## config.mk

```make
export PLATFORM = sky130hd
export DESIGN_NAME = instr_buffer
export DESIGN_NICKNAME = d
export VERILOG_FILES = /design/src/rtl/muntjac_pkg.sv /design/src/rtl/instr_buffer.sv
export SDC_FILE = /design/constraint.sdc
export NUM_CORES = 1
export LEC_CHECK = 0
export BUFFER_PORTS_ARGS = -buffer_cell sky130_fd_sc_hd__buf_4
export CORE_ASPECT_RATIO = 0.7
export CORE_MARGIN = 4
export CORE_UTILIZATION = 57
export DETAILED_ROUTE_END_ITERATION = 6
export PLACE_DENSITY = 0.87
export RECOVER_POWER = 25
export SLEW_MARGIN = 20
export SYNTH_ARGS = -nofsm -noshare
export SYNTH_HDL_FRONTEND = slang
export SYNTH_SLANG_ARGS = --single-unit
```

## constraint.sdc

```tcl
create_clock -name clk -period 7.7 [get_ports clk]
set_input_delay 1.155 -clock clk [delete_from_list [all_inputs] [get_ports clk]]
set_output_delay 1.155 -clock clk [all_outputs]
set_load 0.1 [all_outputs]
```

## src/rtl/muntjac_pkg.sv

```systemverilog
// Shared front-end types: fetched instruction bundle, fetch reason, exceptions.
// Fetcher, instruction buffer and decode all exchange fetched_instr_t.
package muntjac_pkg;

    typedef enum logic [2:0] {
        IF_PREFETCH,
        IF_PREDICT,
        IF_MISPREDICT,
        IF_PROT_CHANGED,
        IF_SATP_CHANGED,
        IF_FENCE_I
    } if_reason_e;

    typedef enum logic [3:0] {
        EXC_INSTR_MISALIGN = 4'd0,
        EXC_INSTR_ACCESS   = 4'd1,
        EXC_ILLEGAL_INSTR  = 4'd2,
        EXC_INSTR_PAGE     = 4'd12
    } exc_cause_e;

    typedef struct packed {
        exc_cause_e  cause;
        logic [63:0] tval;
    } exception_t;

    typedef struct packed {
        logic [31:0] instr_word;
        logic [63:0] pc;
        if_reason_e  if_reason;
        logic        ex_valid;
        exception_t  exception;
    } fetched_instr_t;

endpackage

```

## src/rtl/instr_buffer.sv

```systemverilog
// Instruction buffer: in-order queue between fetcher and decode.
// Ports: clk, resetn (async low); in_valid/in_ready/in_instr from fetcher;
//        out_valid/out_ready/out_instr to decode; flush drops all entries;
//        count is current occupancy (0..DEPTH).
module instr_buffer
    import muntjac_pkg::*;
#(
    parameter  int unsigned DEPTH = 4,
    localparam int unsigned CNT_W = $clog2(DEPTH + 1)
) (
    input  logic             clk,
    input  logic             resetn,
    input  logic             in_valid,
    output logic             in_ready,
    input  fetched_instr_t   in_instr,
    output logic             out_valid,
    input  logic             out_ready,
    output fetched_instr_t   out_instr,
    input  logic             flush,
    output logic [CNT_W-1:0] count
);

    localparam int unsigned PTR_W = $clog2(DEPTH);

    fetched_instr_t   mem [DEPTH];
    logic [PTR_W-1:0] rd_ptr;
    logic [PTR_W-1:0] wr_ptr;
    logic [CNT_W-1:0] cnt;
    logic             full;
    logic             enq;
    logic             deq;

    assign full      = (cnt == CNT_W'(DEPTH));
    // A full buffer still accepts when the head leaves in the same cycle.
    assign in_ready  = !flush && (!full || out_ready);
    assign out_valid = (cnt != '0);
    assign out_instr = mem[rd_ptr];
    assign enq       = in_valid && in_ready;
    assign deq       = out_valid && out_ready;
    assign count     = cnt;

    // Entry storage is never reset; occupancy alone decides validity.
    always_ff @(posedge clk) begin
        if (enq) begin
            mem[wr_ptr] <= in_instr;
        end
    end

    always_ff @(posedge clk or negedge resetn) begin
        if (!resetn) begin
            rd_ptr <= '0;
            wr_ptr <= '0;
            cnt    <= '0;
        end else if (flush) begin
            rd_ptr <= wr_ptr;
            cnt    <= '0;
        end else begin
            if (enq) begin
                wr_ptr <= wr_ptr + PTR_W'(1);
            end
            if (deq) begin
                rd_ptr <= rd_ptr + PTR_W'(1);
            end
            unique case ({enq, deq})
                2'b10:   cnt <= cnt + CNT_W'(1);
                2'b01:   cnt <= cnt - CNT_W'(1);
                default: cnt <= cnt;
            endcase
        end
    end

`ifndef SYNTHESIS
    a_count_range: assert property (
        @(posedge clk) disable iff (!resetn)
        cnt <= CNT_W'(DEPTH)
    );

    a_no_enq_blocked: assert property (
        @(posedge clk) disable iff (!resetn)
        !in_ready |-> !enq
    );

    a_in_stable: assert property (
        @(posedge clk) disable iff (!resetn)
        (in_valid && !in_ready && !flush) |=> (flush || $stable(in_instr))
    );
`endif

endmodule

```

Word-level counts from Yosys, hierarchy flattened
Memories as Yosys holds them, arrays and structs flattened.
Cells that the tools add are included.
{"block": "op_classes", "n_addsub": 4, "eq_ne": 3, "n_mux": 6, "n_bitwise": 1, "reduce_logical": 10}
{"cell": "$pmux 3 s2", "count": 1}
{"cell": "$reduce_bool 3->1", "count": 2}
{"cell": "$add 2x1->2 const B", "count": 2}
{"cell": "$mux 2", "count": 2}
{"cell": "$add 3x1->3 const B", "count": 1}
{"cell": "$eq 3x3->1 const B", "count": 1}
{"cell": "$logic_and 1x1->1", "count": 3}
{"cell": "$mux 3", "count": 1}
{"cell": "$sub 3x1->3 const B", "count": 1}
{"cell": "$eq 2x1->1 const B", "count": 1}
{"cell": "$eq 2x2->1 const B", "count": 1}
{"cell": "$logic_not 1->1", "count": 2}
{"cell": "$mux 1", "count": 2}
{"cell": "$reduce_and 2->1", "count": 1}
{"cell": "$reduce_bool 2->1", "count": 1}
{"cell": "$logic_or 1x1->1", "count": 1}
{"cell": "$not 1->1", "count": 1}
{"block": "word_totals", "reg_bits": 7, "ramBits": 672, "in_bits": 173, "output_inout_bits": 173, "word_cells": 28, "n_memories": 1}
{"memory": "mem", "depth": 4, "word_bits": 168, "read_ports": 1, "rd_ports_with_merged_regs": 0, "wr": 1, "line_no": "instr_buffer.sv:25", "rtl": "fetched_instr_t mem [DEPTH];"}

Logic depth before layout (Yosys ltp)
Gate-level depths: netlist of run 1.
{"block": "logic_depth", "word_depth": 8, "mapped_depth": 7, "ltp_nobuf": 6}

Worst setup path before layout of run 1
No wires, ideal clock.
{"block": "synth_path", "path_kind": "input to register", "from": "input out_ready", "to": "memory mem[0][0] (netlist bit) (enable)", "setup_ns": 0.548, "arrival_time_ns": 5.594, "required_time_ns": 7.152, "setup_slack_ns": 1.558, "stages": 4, "path_buffers": 1, "cell_sequence": "buf_4 nor4b_2 nor3b_2 and2_1"}
{"block": "synth_via", "elab_chain_cells": 5}
{"item": "from (decl)", "line_no": "instr_buffer.sv:17", "rtl": "input logic out_ready,"}
{"item": "$logic_or 1x1->1", "line_no": "instr_buffer.sv:35", "rtl": "assign in_ready = !flush && (!full || out_ready);"}
{"item": "$logic_and 1x1->1", "line_no": "instr_buffer.sv:35"}
{"item": "$logic_and 1x1->1", "line_no": "instr_buffer.sv:38", "rtl": "assign enq = in_valid && in_ready;"}
{"item": "$mux 1", "line_no": "instr_buffer.sv:44", "rtl": "if (enq) begin"}
{"item": "$mux 1 (implied by the code)", "line_no": "instr_buffer.sv:45", "rtl": "mem[wr_ptr] <= in_instr;"}
{"item": "to (decl)", "line_no": "instr_buffer.sv:25"}
Every way passes these cells.

==> flow_metrics.env, run 1 <==
export IMPL_status="complete, no violations"
export IMPL_slowest_delay_ns=1.04
export IMPL_nets=1484
export IMPL_critPathLaunchType="flip-flop"
export IMPL_tns_ns=0
export IMPL_finClkSkew_ns=0.0209
export IMPL_final_cell_mix="672 x edfxtp_1, 240 x buf_4, 168 x mux4_2"
export IMPL_cp_data_required_time_ns=6.55
export IMPL_num_vias=11300
export IMPL_first_pass_iters=5
export IMPL_drc=0
export IMPL_antenna_left=0
export IMPL_layout_drive_gt1_share=0.376
export IMPL_worstPathMaxFanout=103
export IMPL_grt_max_degree=156
export IMPL_clk_pin_slew_ns=0.06
export IMPL_rsz0062_at_grt="no"
export IMPL_dpl_hpwl_mm=28.8
export IMPL_syn_area_um2=24800
export IMPL_yosysUniqueCellTypes=34
export IMPL_core_area_um2=42600
export IMPL_cpLargestDelayFamily="flip-flops"
export IMPL_avgViaCountPerCell=5.83
export IMPL_yosysWarnings=0
export IMPL_min_path_type="primary input to async pin"
export IMPL_cpMaxStageDelayCell="dfrtp_4"
export IMPL_cts_tree="yes"
export IMPL_grt_use_met2=0.358
export IMPL_clock_latency_ns=0.59
export IMPL_max_cap_violations=0
export IMPL_h_tree_depth=2
export IMPL_start_util=0.581
export IMPL_num_fill_cells=2535
export IMPL_slew_headroom=0.300
export IMPL_clock_path_buffers=3
export IMPL_num_rows=63
export IMPL_area_growth_syn_to_layout_pct=18.7
export IMPL_setup_violations=0
export IMPL_final_common_cell="edfxtp_1"
export IMPL_synth_top_area_share=0.815
export IMPL_grt_pass1_vias=11900
export IMPL_die_area_um2=46900
export IMPL_slew_viol_final=0
export IMPL_cp_end_kind="output port"
export IMPL_gr_usage_met3=0.0474
export IMPL_antenna_found_initial=3
export IMPL_final_hold_viol_count=0
export IMPL_drtIter0Drc=1033
export IMPL_syn_num_nets=1113
export IMPL_die_h_um=182
export IMPL_synth_top_cell_by_area="edfxtp_1"
export IMPL_numCtsBuffers=59
export IMPL_grt_pass1_wl_mm=74.6
export IMPL_synthTopCellsByArea="edfxtp_1 81%, mux4_2 15%, dfrtp_1 0.71%, buf_6 0.50%, buf_2 0.40%"
export IMPL_syn_inst=935
export IMPL_min_period_ns=4.26
export IMPL_crit_chain="buf_12 > mux4_2 > buf_4"
export IMPL_grt_use_total=0.211
export IMPL_routedWlPerCell_um=25.4
export IMPL_yosysSeqAreaShare=0.822
export IMPL_crit_type="flip-flop to output port"
export IMPL_cts_hold_buf=0
export IMPL_syn_area_per_cell_um2=26.5
export IMPL_grt_busiest_layer="met2"
export IMPL_ys_ff_latch=679
export IMPL_drt_wl_total_mm=49.3
export IMPL_max_freq_ghz=0.235
export IMPL_ctsRootBufferMaster="clkbuf_16"
export IMPL_port_buffers=345
export IMPL_gp_congestion=0.773
export IMPL_worstPathArrival_ns=3.10
export IMPL_chipWidth_um=257
export IMPL_cts_resized=0
export IMPL_path_buf_inv=2
export IMPL_post_cts_buffers=0
export IMPL_clock_sinks=679
export IMPL_tightest_slew_ns=1.05
export IMPL_grt_overflow=0
export IMPL_ioPinCount=346
export IMPL_grt_use_met1=0.287
export IMPL_min_period_over_period=0.553
==> worst register-to-register path, cell delays in order (launching register included) <==
cell     delay (ns)
dfrtp_1        0.48
nor4b_2        0.23
nor3b_2        0.49
and2_4         0.40
buf_12         0.65
==> cell type report <==
class	count	area [um2]	area share
Clock buffer	72	1550	0.0526
Clock inverter	35	290	0.00987
Antenna cell	2	5.00	0.000170
Timing Repair Buffer	352	2320	0.0789
Tap cell	585	732	0.0249
Multi-Input combinational cell	210	4130	0.140
Inverter	4	15.0	0.000511
Sequential cell	679	20400	0.693
==> path summary, 6_finish.rpt <==
path | slack (ns) | cells after the start | endpoint | from
setup / recovery | 3.44 | 3 | out_instr[48] | rd_ptr[1]$_DFFE_PN0P_
hold / removal | 0.46 | 1 | count[0]$_DFFE_PN0P_ | resetn
setup reg to reg | 4.80 | 4 | mem[1][60]$_DFFE_PP_ | count[2]$_DFFE_PN0P_
hold reg to reg | 0.56 | 2 | rd_ptr[0]$_DFFE_PN0P_ | wr_ptr[0]$_DFFE_PN0P_
max in group asynchronous | 6.92 | 1 | rd_ptr[1]$_DFFE_PN0P_ | resetn
min in group clk | 0.56 | 2 | rd_ptr[0]$_DFFE_PN0P_ | wr_ptr[0]$_DFFE_PN0P_
==> cell families (layout without fill, tap and decap cells) <==
family,after synthesis,count (layout),synth area share
flip-flops,679,679,0.822
multiplexers,171,171,0.154
XOR/XNOR,4,4,0.00141
AND/OR/NAND/NOR,17,17,0.00450
adder cells (fa/ha/maj),5,5,0.00283
AO/OA/AOI/OAI,13,13,0.00354
buffers and inverters,46,463,0.0118
other,0,2,0
==> sequential cells by signal (all words and copies together) (netlist names) <==
signal / flops
count: 3
mem: 672
rd_ptr: 2
wr_ptr: 2
==> cell usage after synthesis <==
library cell	number
mux4_2	168
edfxtp_1	672
mux2_2	2
clkbuf_2	1
or3_1	2
a21oi_1	2
nor2_1	3
fa_1	1
o31ai_1	1
or3b_2	1
nor3b_2	1
and2_1	4
o211ai_1	1
a31oi_1	1
clkbuf_1	7
o311ai_0	1
ha_1	4
buf_4	3
xor2_1	3
a31o_2	1
inv_1	4
o21bai_1	1
buf_6	11
nor4b_2	1
o21a_1	1
or3b_1	1
mux2i_1	1
buf_2	20
xnor2_1	1
o32ai_1	1
dfrtp_1	7
nor2b_1	1
nand2_1	3
o21ai_0	3
==> per-stage QoR <==
stage | instances | hold WS [ns] | setup slack (ns) | utilization | cell area [um2]
floorplan | 935 | 0.505 | 1.56 | - | 24800
global placement | 1830 | 0.546 | 4.01 | 0.656 | 28000
detailed placement | 1830 | 0.552 | 4.02 | 0.656 | 28000
CTS | 1937 | 0.334 | 3.35 | 0.699 | 29800
global route | 1939 | 0.452 | 3.18 | 0.689 | 29400
finish | 1939 | 0.458 | 3.44 | 0.689 | 29400
==> metal layers <==
metal | up-vias | wire [um]
met5 | - | 12
met4 | 2 | 1060
met3 | 82 | 3490
met2 | 439 | 25800
met1 | 5980 | 18900
li1 | 4794 | -
Power of run 1 is left out: the tool's default activity adds up to more than one toggle a clock period on the data nets, which glitch-free logic cannot reach.
==> run 2, diff against run 1 <==
Settings changed: ABC_AREA set to 1.
Clock period 7.7 ns to 4.44 ns, I/O delays scaled along.
==> run 2 against run 1 <==
  * Synthesized area increased by 2.1%
  * Clock skew is 0.028 ns higher
  * First-iteration DRC count grew 76%
  * Final cell count up 37%
  * Setup slack got worse by 3.1 ns
  * Register-to-register slack got worse by 3.0 ns
  * Critical path depth is 2 higher
  * Synthesized cell count grew 81%
  * Via count is 38% higher
==> flow_metrics.env, run 2 <==
export IMPL_routedWlPerCell_um=21.8
export IMPL_min_path_type="primary input to flip-flop"
export IMPL_holdCritStartpoint="in_instr[69]"
export IMPL_first_pass_iters=6
export IMPL_antenna_found_initial=7
export IMPL_dr_wl_met3_mm=4.76
export IMPL_slew_headroom=0.290
export IMPL_grt_pass1_wl_mm=87.4
export IMPL_r2r_cells=5
export IMPL_crit_type="flip-flop to output port"
export IMPL_stdcell_count=2651
export IMPL_r2r_start="count[0]$_DFFE_PN0P_"
export IMPL_multiInputGateArea_um2=4280
export IMPL_synth_edf_count=672
export IMPL_yosysWarnings=0
export IMPL_dpl_cell_area_um2=28400
export IMPL_core_area_um2=43800
export IMPL_grt_use_total=0.233
export IMPL_drt_met1_wl_mm=22.4
export IMPL_rsz0062_at_grt="no"
export IMPL_die_h_um=184
export IMPL_grt_pass1_vias=15500
export IMPL_cp_end_kind="output port"
export IMPL_final_cell_area_um2=30000
export IMPL_wl_met2_mm=28.7
export IMPL_place_ws_ns=1.11
export IMPL_clk_pin_slew_ns=0.07
export IMPL_synth_top_cell_by_area="edfxtp_1"
export IMPL_top_register="mem"
export IMPL_num_fill_cells=2833
export IMPL_area_growth_syn_to_layout_pct=18.5
export IMPL_antenna_left=0
export IMPL_clock_latency_ns=0.61
export IMPL_r2r_end="mem[2][126]$_DFFE_PP_"
export IMPL_status="complete, no violations"
export IMPL_finClkSkew_ns=0.0489
export IMPL_critPathLaunchType="flip-flop"
export IMPL_drt_wl_total_mm=57.7
export IMPL_synth_most_common_cell="edfxtp_1"
export IMPL_dpl_hpwl_mm=32.3
export IMPL_final_hold_viol_count=0
export IMPL_slew_viol_final=0
export IMPL_min_period_over_period=0.925
export IMPL_register_area_um2=20400
export IMPL_grt_overflow=0
export IMPL_synthTopCellsByArea="edfxtp_1 80%, nor2_1 5.1%, o22ai_1 4.2%, o21ai_0 3.7%, o21ai_1 3.0%"
export IMPL_final_common_cell="edfxtp_1"
export IMPL_die_area_um2=47900
export IMPL_num_rows=64
export IMPL_final_cell_mix="672 x edfxtp_1, 342 x nor2_1, 250 x buf_4"
export IMPL_min_to="mem[0][69]$_DFFE_PP_"
export IMPL_avgViaCountPerCell=5.90
export IMPL_synth_top_area_share=0.798
export IMPL_synth_async_sr_flop_share=0.0103
export IMPL_tightest_slew_ns=1.06
export IMPL_ctsRootBufferMaster="clkbuf_16"
export IMPL_reg2reg_slack_ns=1.80
export IMPL_yosysUniqueCellTypes=25
export IMPL_yosysSeqAreaShare=0.805
export IMPL_num_vias=15600
export IMPL_clock_path_buffers=3
export IMPL_grt_max_degree=179
export IMPL_worstPathArrival_ns=3.44
export IMPL_syn_num_nets=1867
export IMPL_placedCellCount=2538
export IMPL_syn_inst=1689
export IMPL_clock_sinks=679
export IMPL_port_buffers=345
export IMPL_gp_congestion=0.837
export IMPL_max_cap_violations=0
export IMPL_ys_ff_latch=679
export IMPL_drtIter0Drc=1822
export IMPL_ioPinCount=346
export IMPL_setup_ws_ns=0.334
export IMPL_synth_top_flop_cell="edfxtp_1"
export IMPL_cts_tree="yes"
export IMPL_layout_drive_gt1_share=0.175
export IMPL_nets=2183
export IMPL_chipWidth_um=260
export IMPL_min_period_ns=4.11
export IMPL_setup_violations=0
export IMPL_syn_area_um2=25300
export IMPL_max_freq_ghz=0.244
export IMPL_syn_area_per_cell_um2=15.0
export IMPL_yosys_top_cells_count="672 x edfxtp_1, 346 x nor2_1, 189 x o21ai_0"
export IMPL_worstPathMaxFanout=178
export IMPL_dr_max_layer_used="met5"
export IMPL_worstHoldPathCells=1
export IMPL_cp_data_required_time_ns=3.77
export IMPL_start_util=0.577
export IMPL_drc=0
export IMPL_h_tree_depth=2
export IMPL_largest_reg_flops=672
export IMPL_numCtsBuffers=58
run 2: cell count changes after synthesis, sizes merged, moves of 4 or more:
cell	delta
inv	+7
nand3	+7
buf	+27
o22ai	+168
mux4	-168
nor2	+343
clkbuf	+42
o21ai	+336
and2	-4
nand2	+12
run 2: per-layer routing:
layer	vias to the layer above	global-route usage
met2	705	0.392
met4	4	0.0753
li1	7046	-
met3	129	0.0569
met1	7761	0.306
met5	-	0
run 2: timing repair:
item | 4_1_cts | 5_1_grt
endpoints found under the hold margin | 7 | 0
resized for setup | 0 | 0
hold buffers | 1 | 0
setup buffers | 0 | 0
run 2: worst max path at each step:
stage | to | depth (start not counted) | start
floorplan | mem[0][0]$_DFFE_PP_ | 4 | count[1]$_DFFE_PN0P_
global placement | out_instr[54] | 5 | rd_ptr[0]$_DFFE_PN0P_
detailed placement | out_instr[44] | 5 | rd_ptr[0]$_DFFE_PN0P_
CTS | out_instr[44] | 5 | rd_ptr[0]$_DFFE_PN0P_
global route | out_instr[44] | 5 | rd_ptr[0]$_DFFE_PN0P_
finish | out_instr[44] | 5 | rd_ptr[0]$_DFFE_PN0P_
run 2: layout make-up:
cell class                      instances  share of cell area
Multi-Input combinational cell        886               0.143
Inverter                               13             0.00213
Timing Repair Buffer                  367              0.0851
Tap cell                              594              0.0248
Antenna cell                            6            0.000501
Clock inverter                         40              0.0150
Sequential cell                       679               0.679
Clock buffer                           66              0.0501
run 2: cell families after synthesis:
group,synth area share
adders and majority gates,0.00277
AOI/OAI and AO/OA,0.109
and+or+nand+nor,0.0554
xor gates and xnor gates,0.000693
buffers and inverters,0.0272
DFF,0.805
run 2: worst max-delay path: stages, from the launching register on:
cell and delay [ns]:
dfrtp_4 0.86, clkinv_8 0.62, buf_12 0.49, o21ai_1 0.20
o22ai_1 0.13, buf_4 0.25
run 2: per-stage QoR:
step / util / setup TNS, ns / hold slack, ns
floorplan: - / -1259.54 / 0.370
global placement: 0.648 / 0 / 0.488
detailed placement: 0.648 / 0 / 0.488
CTS: 0.693 / 0 / 0.219
global route: 0.684 / 0 / 0.249
finish: 0.684 / 0 / 0.281
Power of run 2 is left out for the same reason.
==> run 3, diff against run 2 <==
Settings changed: ABC_AREA 1 to unset, ABC_CLOCK_PERIOD_IN_PS set to 4440.
==> run 3 against run 2 <==
  * Clock-buffer cell count rose by 15
  * Sequential share of layout area rose by 0.49 points
  * Via count fell by 27%
  * Wire length fell by 14%
  * Critical path type unchanged
  * Highest routed layer is now met4
==> flow_metrics.env, run 3 (synthesis gave the netlist of run 1 again) <==
export IMPL_rsz0062_at_grt="no"
export IMPL_final_cell_mix="672 x edfxtp_1, 265 x buf_4, 168 x mux4_2"
export IMPL_min_to="mem[0][164]$_DFFE_PP_"
export IMPL_clock_path_buffers=3
export IMPL_largest_reg_flops=672
export IMPL_holdCritStartpoint="in_instr[164]"
export IMPL_final_core_util=0.698
export IMPL_grt_use_total=0.214
export IMPL_ctsRootBufferMaster="clkbuf_16"
export IMPL_min_path_type="primary input to flip-flop"
export IMPL_num_vias=11500
export IMPL_grt_max_degree=54
export IMPL_clock_latency_ns=0.58
export IMPL_routedWlPerCell_um=25.2
export IMPL_setup_violations=0
export IMPL_layout_drive_gt1_share=0.386
export IMPL_cts_hold_buf=1
export IMPL_tns_ns=0
export IMPL_area_growth_syn_to_layout_pct=20.1
export IMPL_grt_overflow=0
export IMPL_r2r_cells=4
export IMPL_first_pass_iters=5
export IMPL_die_area_um2=46900
export IMPL_tightest_slew_ns=0.920
export IMPL_antenna_left=0
export IMPL_register_area_um2=20400
export IMPL_slew_headroom=0.387
export IMPL_nets=1521
export IMPL_cts_tree="yes"
export IMPL_grt_pass1_vias=12300
export IMPL_cp_data_required_time_ns=3.77
export IMPL_cp_end_kind="output port"
export IMPL_cts_resized=0
export IMPL_antenna_found_initial=4
export IMPL_crit_type="flip-flop to output port"
export IMPL_drtIter0Drc=935
export IMPL_top_register="mem"
export IMPL_worstPathArrival_ns=2.84
export IMPL_max_cap_violations=0
export IMPL_drc=0
export IMPL_num_rows=63
export IMPL_multiInputGateArea_um2=4130
export IMPL_min_period_over_period=0.790
export IMPL_finClkSkew_ns=0.0151
export IMPL_h_tree_depth=2
export IMPL_core_area_um2=42600
export IMPL_port_buffers=345
export IMPL_num_fill_cells=2548
export IMPL_ioPinCount=346
export IMPL_reg2reg_slack_ns=1.67
export IMPL_grt_pass1_wl_mm=75.9
export IMPL_clock_sinks=679
export IMPL_r2r_end="mem[1][50]$_DFFE_PP_"
export IMPL_slew_viol_final=0
export IMPL_start_util=0.581
export IMPL_post_cts_buffers=0
export IMPL_drt_wl_total_mm=49.8
export IMPL_final_hold_viol_count=0
export IMPL_worstPathMaxFanout=32
export IMPL_die_h_um=182
export IMPL_numCtsBuffers=59
export IMPL_gp_congestion=0.768
export IMPL_worstHoldPathCells=1
export IMPL_r2r_start="count[1]$_DFFE_PN0P_"
export IMPL_chipWidth_um=257
export IMPL_avgViaCountPerCell=5.78
export IMPL_clk_pin_slew_ns=0.06
export IMPL_status="complete, no violations"
export IMPL_critPathLaunchType="flip-flop"
export IMPL_final_common_cell="edfxtp_1"
export IMPL_max_freq_ghz=0.285
export IMPL_dpl_hpwl_mm=32.1
export IMPL_min_period_ns=3.51
==> run 3: layout make-up <==
type / count / area share
tap: 585 / 0.0246
clock buffer: 81 / 0.0548
clock inverter: 29 / 0.00748
timing repair buffer: 389 / 0.0893
antenna: 3 / 0.000252
inverter: 4 / 0.000505
sequential: 679 / 0.684
multi-input combinational: 210 / 0.139
==> run 3: worst max-delay path by stage <==
stage / start / to / cells past startpoint
after floorplan: count[1]$_DFFE_PN0P_ / mem[0][0]$_DFFE_PP_ / 4
after global placement: rd_ptr[0]$_DFFE_PN0P_ / out_instr[133] / 3
after detailed placement: rd_ptr[0]$_DFFE_PN0P_ / out_instr[133] / 3
after CTS: rd_ptr[0]$_DFFE_PN0P_ / out_instr[133] / 3
after global routing: rd_ptr[0]$_DFFE_PN0P_ / out_instr[9] / 3
final: rd_ptr[0]$_DFFE_PN0P_ / out_instr[9] / 3
==> run 3: worst max-delay path: stages, from the launching register on <==
cell,delay (ns)
dfrtp_4,0.86
buf_4,0.53
mux4_2,0.60
buf_4,0.26
==> run 3: metrics by stage <==
step / instance area [um2] / worst slack, ns / hold WS [ns] / std cells
floorplan: 24800 / 0.174 / 0.370 / 935
detailed placement: 28300 / 1.44 / 0.487 / 1866
global route: 29800 / 0.708 / 0.263 / 1980
global placement: 28300 / 1.48 / 0.486 / 1866
finish: 29800 / 0.933 / 0.287 / 1980
CTS: 30200 / 0.815 / 0.245 / 1977
==> run 3: routing by layer <==
| layer | share of wire | track usage |
|---|---|---|
| met4 | 0.029 | 0.0680 |
| met3 | 0.071 | 0.0491 |
| met5 | 0 | 0 |
| met1 | 0.38 | 0.288 |
| met2 | 0.52 | 0.357 |
Power of run 3 is left out for the same reason.
